### src/rtl/fc_argmax.sv
// fc_argmax: streaming signed argmax over M-element vectors with a one-entry result slot.
module fc_argmax #(
    parameter int M = 6,
    parameter int T = 16
) (
    input  logic                 clk,
    input  logic                 reset,
    input  logic                 input_valid,
    output logic                 input_ready,
    input  logic [T-1:0]         input_data,
    output logic                 output_valid,
    input  logic                 output_ready,
    output logic [$clog2(M)-1:0] output_index,
    output logic [T-1:0]         output_data
);
    localparam int IW = $clog2(M);

    typedef enum logic {EMPTY, FULL} slot_t;

    slot_t                state, next_state;
    logic [IW-1:0]        cnt, run_idx, next_idx;
    logic signed [T-1:0]  run_max, next_max;
    logic                 fire, last, take;

    assign last = cnt == IW'(M - 1);
    // Only the last beat can be refused; it would otherwise overwrite an unread result.
    assign input_ready = reset && !(output_valid && !output_ready && last);
    assign fire = input_valid && input_ready;
    assign take = (cnt == '0) || ($signed(input_data) > run_max);
    assign next_max = take ? $signed(input_data) : run_max;
    assign next_idx = take ? cnt : run_idx;
    assign output_valid = state == FULL;

    always_comb begin
        next_state = state;
        next_state = (fire && last) ? FULL : (output_valid && output_ready) ? EMPTY : state;
    end

    always_ff @(posedge clk or negedge reset) begin
        if (!reset) begin
            state        <= EMPTY;
            cnt          <= '0;
            run_max      <= '0;
            run_idx      <= '0;
            output_index <= '0;
            output_data  <= '0;
        end else begin
            state <= next_state;
            if (fire) begin
                cnt     <= last ? '0 : cnt + 1'b1;
                run_max <= next_max;
                run_idx <= next_idx;
                if (last) begin
                    output_data  <= next_max;
                    output_index <= next_idx;
                end
            end
        end
    end
endmodule

### config.mk
export PLATFORM = sky130hd
export DESIGN_NAME = fc_argmax
export DESIGN_NICKNAME = d
export VERILOG_FILES = /design/src/rtl/fc_argmax.sv
export SDC_FILE = /design/constraint.sdc
export NUM_CORES = 1
export LEC_CHECK = 0
export ABC_AREA = 1
export BUFFER_PORTS_ARGS = -buffer_cell sky130_fd_sc_hd__buf_4
export CORE_MARGIN = 3
export CORE_UTILIZATION = 55
export DETAILED_ROUTE_END_ITERATION = 10
export PLACE_DENSITY = 0.78
export SETUP_SLACK_MARGIN = 0.3
export SYNTH_ARGS = -nofsm -noshare
export SYNTH_HDL_FRONTEND = slang
export SYNTH_SLANG_ARGS = --single-unit
### constraint.sdc
create_clock -name clk -period 3.21 [get_ports clk]
set_input_delay 0.321 -clock clk [delete_from_list [all_inputs] [get_ports clk]]
set_output_delay 0.321 -clock clk [all_outputs]
set_load 0.01 [all_outputs]
==> results of run 1 <==
[stage by stage]
| step | util, % | instance area [um2] | hold WS, ns |
|---|---|---|---|
| floorplan | - | 2480 | 0.0254 |
| global placement | 66.8 | 2790 | 0.462 |
| detailed placement | 66.8 | 2790 | 0.466 |
| CTS | 69.1 | 2880 | 0.161 |
| global route | 69.1 | 2880 | 0.173 |
| finish | 69.1 | 2880 | 0.141 |
[synth_stat cells]
master	instances	area share, %
buf_4	2	0.61
nor3_2	2	0.81
xor2_1	1	0.35
nand4_1	4	1.0
a21oi_1	6	1.2
dfrtp_1	42	42
clkbuf_1	2	0.30
o21ai_0	2	0.40
buf_6	1	0.45
nand3_2	11	4.4
nand3_1	46	9.3
a21oi_2	1	0.35
a21o_1	1	0.30
nand2_1	121	18
a31oi_1	1	0.25
nand2_2	2	0.50
nor3_1	1	0.20
buf_12	1	0.81
nand3_4	1	0.71
inv_2	2	0.30
nor2_1	5	0.76
inv_1	43	6.5
buf_2	6	1.2
nand2_4	1	0.45
ha_1	16	8.1
[state kept, by name, indices dropped and copies added, names as in the netlist]
signal	flops
run_idx	3
cnt	3
output_data	16
output_index	3
output_valid	1
run_max	16
[per-layer routing]
layer	up-vias	global-route usage, %
met5	-	0
met4	0	4.71
met3	2	5.37
met2	70	38.2
met1	1017	29.2
li1	1088	-
[worst max-delay path, stage by stage (launching register included)]
cell and delay (ns):
dfrtp_1 0.38, inv_1 0.09, ha_1 0.24, a21oi_1 0.18, o21ai_0 0.12, a21oi_2 0.15
nand2_1 0.08, nand2_2 0.11, nand3_4 0.28, nand2_4 0.30, nand2_1 0.13, nand3_1 0.10
nand2_1 0.06
[layout make-up]
| cell class | count | area, um2 |
|---|---|---|
| repair buffers | 44 | 330 |
| clock inverters | 2 | 12.5 |
| fillers | 368 | 1290 |
| well taps | 50 | 62.6 |
| clock buffers | 6 | 82.6 |
| flip-flops and latches | 42 | 1050 |
| multi-input cells | 222 | 1180 |
| inverters | 45 | 169 |
[worst paths after layout]
check | from | end | slack [ns] | cells past startpoint
min in group clk | output_ready | output_valid | 0.27 | 4
max in group asynchronous | reset | run_max[3] | 2.71 | 2
hold / removal | reset | output_data[13] | 0.14 | 2
hold reg to reg | output_data[8] | output_data[8] | 0.48 | 2
setup reg to reg | run_max[13] | output_data[5] | 0.88 | 12
setup / recovery | run_max[13] | output_data[5] | 0.88 | 12
[kinds of logic (layout without fill, tap and decap cells)]
group           after synthesis  after routing  share of synthesized area [%]
buf+inv                      57             97                           10.2
simple gates                194            194                           36.5
xor+xnor                      1              1                          0.353
fa+ha+maj                    16             16                           8.07
compound gates               11             11                           2.52
flops                        42             42                           42.4
[power groups by stage]
stage | Combinational (uW) | Clock, uW | Sequential [uW]
after floorplan | 1030 | 0 | 943
after global placement | 1360 | 0 | 909
after detailed placement | 1410 | 0 | 911
after CTS | 1420 | 363 | 907
after global routing | 1610 | 385 | 937
final | 1410 | 358 | 907
==> impl_metrics.py, run 1 <==
metrics = {
    "status": {
        "status": "finished clean",
    },
    "logic_synthesis": {
        "syn_area_um2": 2480,
        "syn_area_per_cell_um2": 7.73,
        "yosysUniqueCellTypes": 25,
        "ys.warnings.count": 0,
        "syn_nets": 357,
        "syn_inst": 321,
        "seq_area_frac_synth_pct": 42.4,
        "ys_seq_elements": 42,
    },
    "floorplan": {
        "die_h_um": 73.2,
        "dieWidth_um": 73.2,
        "rows": 23,
        "core-area_um2": 4170,
        "start_util_pct": 59.4,
        "die_area_um2": 5350,
        "ios": 41,
    },
    "pwr": {
        "p_leak_uw": 0.00168,
        "pwr-share-clk_pct": 13.4,
        "p_int_uw": 1470,
        "switchingPower_uw": 1200,
        "seqPwrFrac_pct": 33.9,
        "switching_share_pct": 44.9,
        "power_density_nw_per_um2": 927,
        "power_uw": 2670,
        "peakVddDrop_mv": 0.470,
        "p_comb_share_pct": 52.7,
    },
    "placement": {
        "hpwl_um": 3850,
        "placedCellCount": 403,
        "gp_congestion": 0.781,
        "portBuffers": 40,
        "preCtsSetupSlack_ns": 0.817,
    },
    "clock_network": {
        "clockBufferDepth": 2,
        "cts-root-buf": "clkbuf_8",
        "post_cts_buffers": 0,
        "cts_hold_repair.buffers": 0,
        "cts.clk_slew.worst_paths_ns": 0.08,
        "cts_inserted_buffers": 5,
        "clock-sinks": 42,
        "post_cts_resized": 0,
        "cts_tree": "yes",
        "h-tree-depth": 2,
        "clock_latency_ns": 0.30,
    },
    "critical_path": {
        "crit_path_start_kind": "flop",
        "cp_data_required_time_ns": 3.40,
        "arrival_ns": 2.52,
        "crit_fanout": 20,
        "path_class": "flop to flop",
        "cp-end-kind": "flop",
    },
    "timing": {
        "rsz0062_at_grt": "false",
        "setup_tns_ns": 0,
        "timing.final.crit_share_pct": 72.6,
        "tightest_slew_ns": 0.703,
        "drv_slew": 0,
        "worst_slack_ns": 0.880,
        "clock_skew_ns": 0.00572,
        "fin_crit_ns": 2.33,
        "fmax_ghz": 0.429,
        "slew-limit-headroom_pct": 53.0,
        "setup_viol": 0,
        "hold_viol_final": 0,
    },
    "cells_and_area": {
        "area_delta_synth_final_pct": 16.3,
        "antenna-diode-count": 0,
        "final_cells": 411,
        "layout.cells.most_common": "nand2_1",
        "num-nets-final": 396,
        "drive_above_1_share_pct": 19.9,
        "final_cell_mix": "nand2_1 (121), nand3_1 (46), buf_4 (44), inv_1 (43), dfrtp_1 (42)",
    },
    "drt": {
        "drtIter0Drc": 123,
        "wire_per_inst_um": 13.4,
        "drt_first_pass_iters": 4,
        "dr_wl_met3_um": 370,
        "wl_met2_um": 2730,
        "vias": 2177,
        "drt-total-wl_um": 5520,
        "drc_errors": 0,
        "routedLengthMet1_um": 2400,
        "ant_nets": 0,
        "viasPerCell": 5.30,
        "topRoutingLayerUsed": "met4",
    },
    "flow_run": {
        "maxCapViolCount": 0,
    },
    "global_routing": {
        "grt_pass1_vias": 2102,
        "grt_max_degree": 43,
        "grt.total_usage_pct": 22.5,
        "antenna_found_initial": 0,
        "grt_pass1_wl_um": 9430,
        "grt-ovfl-total": 0,
    },
    "min_path": {
        "min_path_type": "input pin to async pin",
    },
}
No activity file was read; power rests on OpenSTA's default activity.
==> run 2, diff against run 1 <==
CORE_UTILIZATION = 51   (was 55)
PLACE_DENSITY = 0.76   (was 0.78)
clock period = 1.97 ns   (was 3.21 ns; I/O delays follow)
==> impl_metrics.py, run 2 (synthesis results as in run 1) <==
metrics = {
    "status": {
        "status": "complete, but fails checks",
        "failed_checks": "hold timing, setup timing",
    },
    "timing": {
        "rsz0062_at_grt": "true",
        "drv_slew": 0,
        "whs_ns": -0.00526,
        "setup_tns_ns": -4.61,
        "worst_slack_ns": -0.164,
        "slew-limit-headroom_pct": 51.6,
        "hold_viol_final": 19,
        "setup_viol": 38,
        "fin_crit_ns": 2.13,
        "timing.final.crit_share_pct": 108,
        "tightest_slew_ns": 0.723,
        "clock_skew_ns": 0.0108,
        "fmax_ghz": 0.469,
    },
    "cells_and_area": {
        "num-nets-final": 412,
        "final_util_pct": 77.2,
        "design_area_um2": 3500,
        "fillers": 298,
        "final_cell_mix": "nand2_1 (102), buf_4 (55), dfrtp_1 (42), inv_1 (32), nand3_1 (32)",
        "area_delta_synth_final_pct": 41.1,
        "drive_above_1_share_pct": 40.3,
        "ff_latch_area_um2": 1050,
        "multi_input_area_um2": 1590,
        "top_regs": "output_data: 16 flops, run_max: 16 flops",
        "layout.cells.most_common": "nand2_1",
        "antenna-diode-count": 0,
    },
    "clock_network": {
        "cts_inserted_buffers": 5,
        "clock-sinks": 42,
        "clock_latency_ns": 0.31,
        "cts_tree": "yes",
        "cts-root-buf": "clkbuf_8",
        "cts_hold_repair.buffers": 0,
        "cts.clk_slew.worst_paths_ns": 0.09,
        "clockBufferDepth": 2,
        "h-tree-depth": 2,
    },
    "critical_path": {
        "arrival_ns": 2.33,
        "cp-end-kind": "flop",
        "ff2ff_path_depth": 12,
        "reg2reg_from": "run_max[14]",
        "path_class": "flop to flop",
        "crit_path_start_kind": "flop",
        "crit_fanout": 8,
        "reg2reg_slack_ns": -0.16,
        "cp_data_required_time_ns": 2.17,
        "r2r_end": "run_max[3]",
    },
    "global_routing": {
        "grt_max_degree": 43,
        "grt_pass1_vias": 2189,
        "antenna_found_initial": 0,
        "grt.total_usage_pct": 23.2,
        "grt_pass1_wl_um": 10100,
        "grt-ovfl-total": 0,
    },
    "floorplan": {
        "rows": 24,
        "die_area_um2": 5740,
        "ios": 41,
        "dieWidth_um": 75.7,
        "core-area_um2": 4530,
        "start_util_pct": 54.7,
        "die_h_um": 75.7,
    },
    "drt": {
        "drtIter0Drc": 190,
        "drt_first_pass_iters": 4,
        "drc_errors": 0,
        "wire_per_inst_um": 16.3,
        "viasPerCell": 5.44,
        "ant_nets": 0,
        "vias": 2406,
        "drt-total-wl_um": 7210,
    },
    "pwr": {
        "power_density_nw_per_um2": 1680,
        "p_leak_uw": 0.00184,
        "peakVddDrop_mv": 0.896,
    },
    "placement": {
        "portBuffers": 40,
        "gp_congestion": 0.849,
        "hpwl_um": 4020,
        "dpl_cell_area_um2": 2920,
    },
    "min_path": {
        "min_path_type": "input pin to async pin",
    },
    "flow_run": {
        "maxCapViolCount": 0,
    },
}
run 2: metal layers:
layer  global-route usage, %  vias to the layer above  share of wire (%)
li1                        -                     1128                  -
met1                    30.3                     1136                 39
met2                    38.6                      120                 50
met3                    4.62                       22                8.4
met4                    7.18                        0                2.4
met5                       0                        -                  0
run 2: metrics by stage:
stage	setup WS [ns]	total power (uW)	hold WS [ns]	cells
floorplan	0.179	3310	-0.0986	321
CTS	0.00143	5120	0.00817	439
global route	-0.279	6270	0.0360	442
global placement	0.0199	3950	0.337	426
finish	-0.164	5870	-0.00526	442
detailed placement	-0.0301	4020	0.337	426
run 2: area by class of cell:
type | count | share of cell area [%]
multi-input combinational | 223 | 45.5
sequential | 42 | 30.0
timing repair buffer | 59 | 13.3
inverter | 45 | 4.83
tap | 65 | 2.32
clock buffer | 5 | 1.97
clock inverter | 3 | 1.97
run 2: critical path: stages, from the launching register on:
cell and delay (ns):
dfrtp_1 0.38, inv_1 0.11, ha_4 0.30, nand2_4 0.07, nor2_1 0.24, a21oi_4 0.12
nand2_2 0.09, nand2_2 0.07, nand3_4 0.21, buf_4 0.20, nand3_2 0.08, nand3_1 0.10
nand2_1 0.07
run 2: power by group:
| part | switching, uW | leakage, uW | internal (uW) | total, uW |
|---|---|---|---|---|
| clock network | 324 | 0.0000683 | 508 | 832 |
| registers | 270 | 0.000525 | 1250 | 1520 |
| logic | 2080 | 0.00125 | 1440 | 3520 |
run 2: worst max path at each step:
stage,end,from,slack (ns)
CTS,run_max[15],run_max[10],0.001
global route,output_data[6],run_max[9],-0.28
global placement,output_data[4],run_max[7],0.02
floorplan,output_data[14],run_max[15],0.18
detailed placement,output_data[4],run_max[7],-0.03
finish,run_max[3],run_max[14],-0.16
run 2: what timing repair did:
item / CTS / global route
pin swaps: 8 / 19
cloned: 1 / 0
setup endpoints to repair: 38 / 39
resized for setup: 15 / 59
buffers inserted: 4 / 3
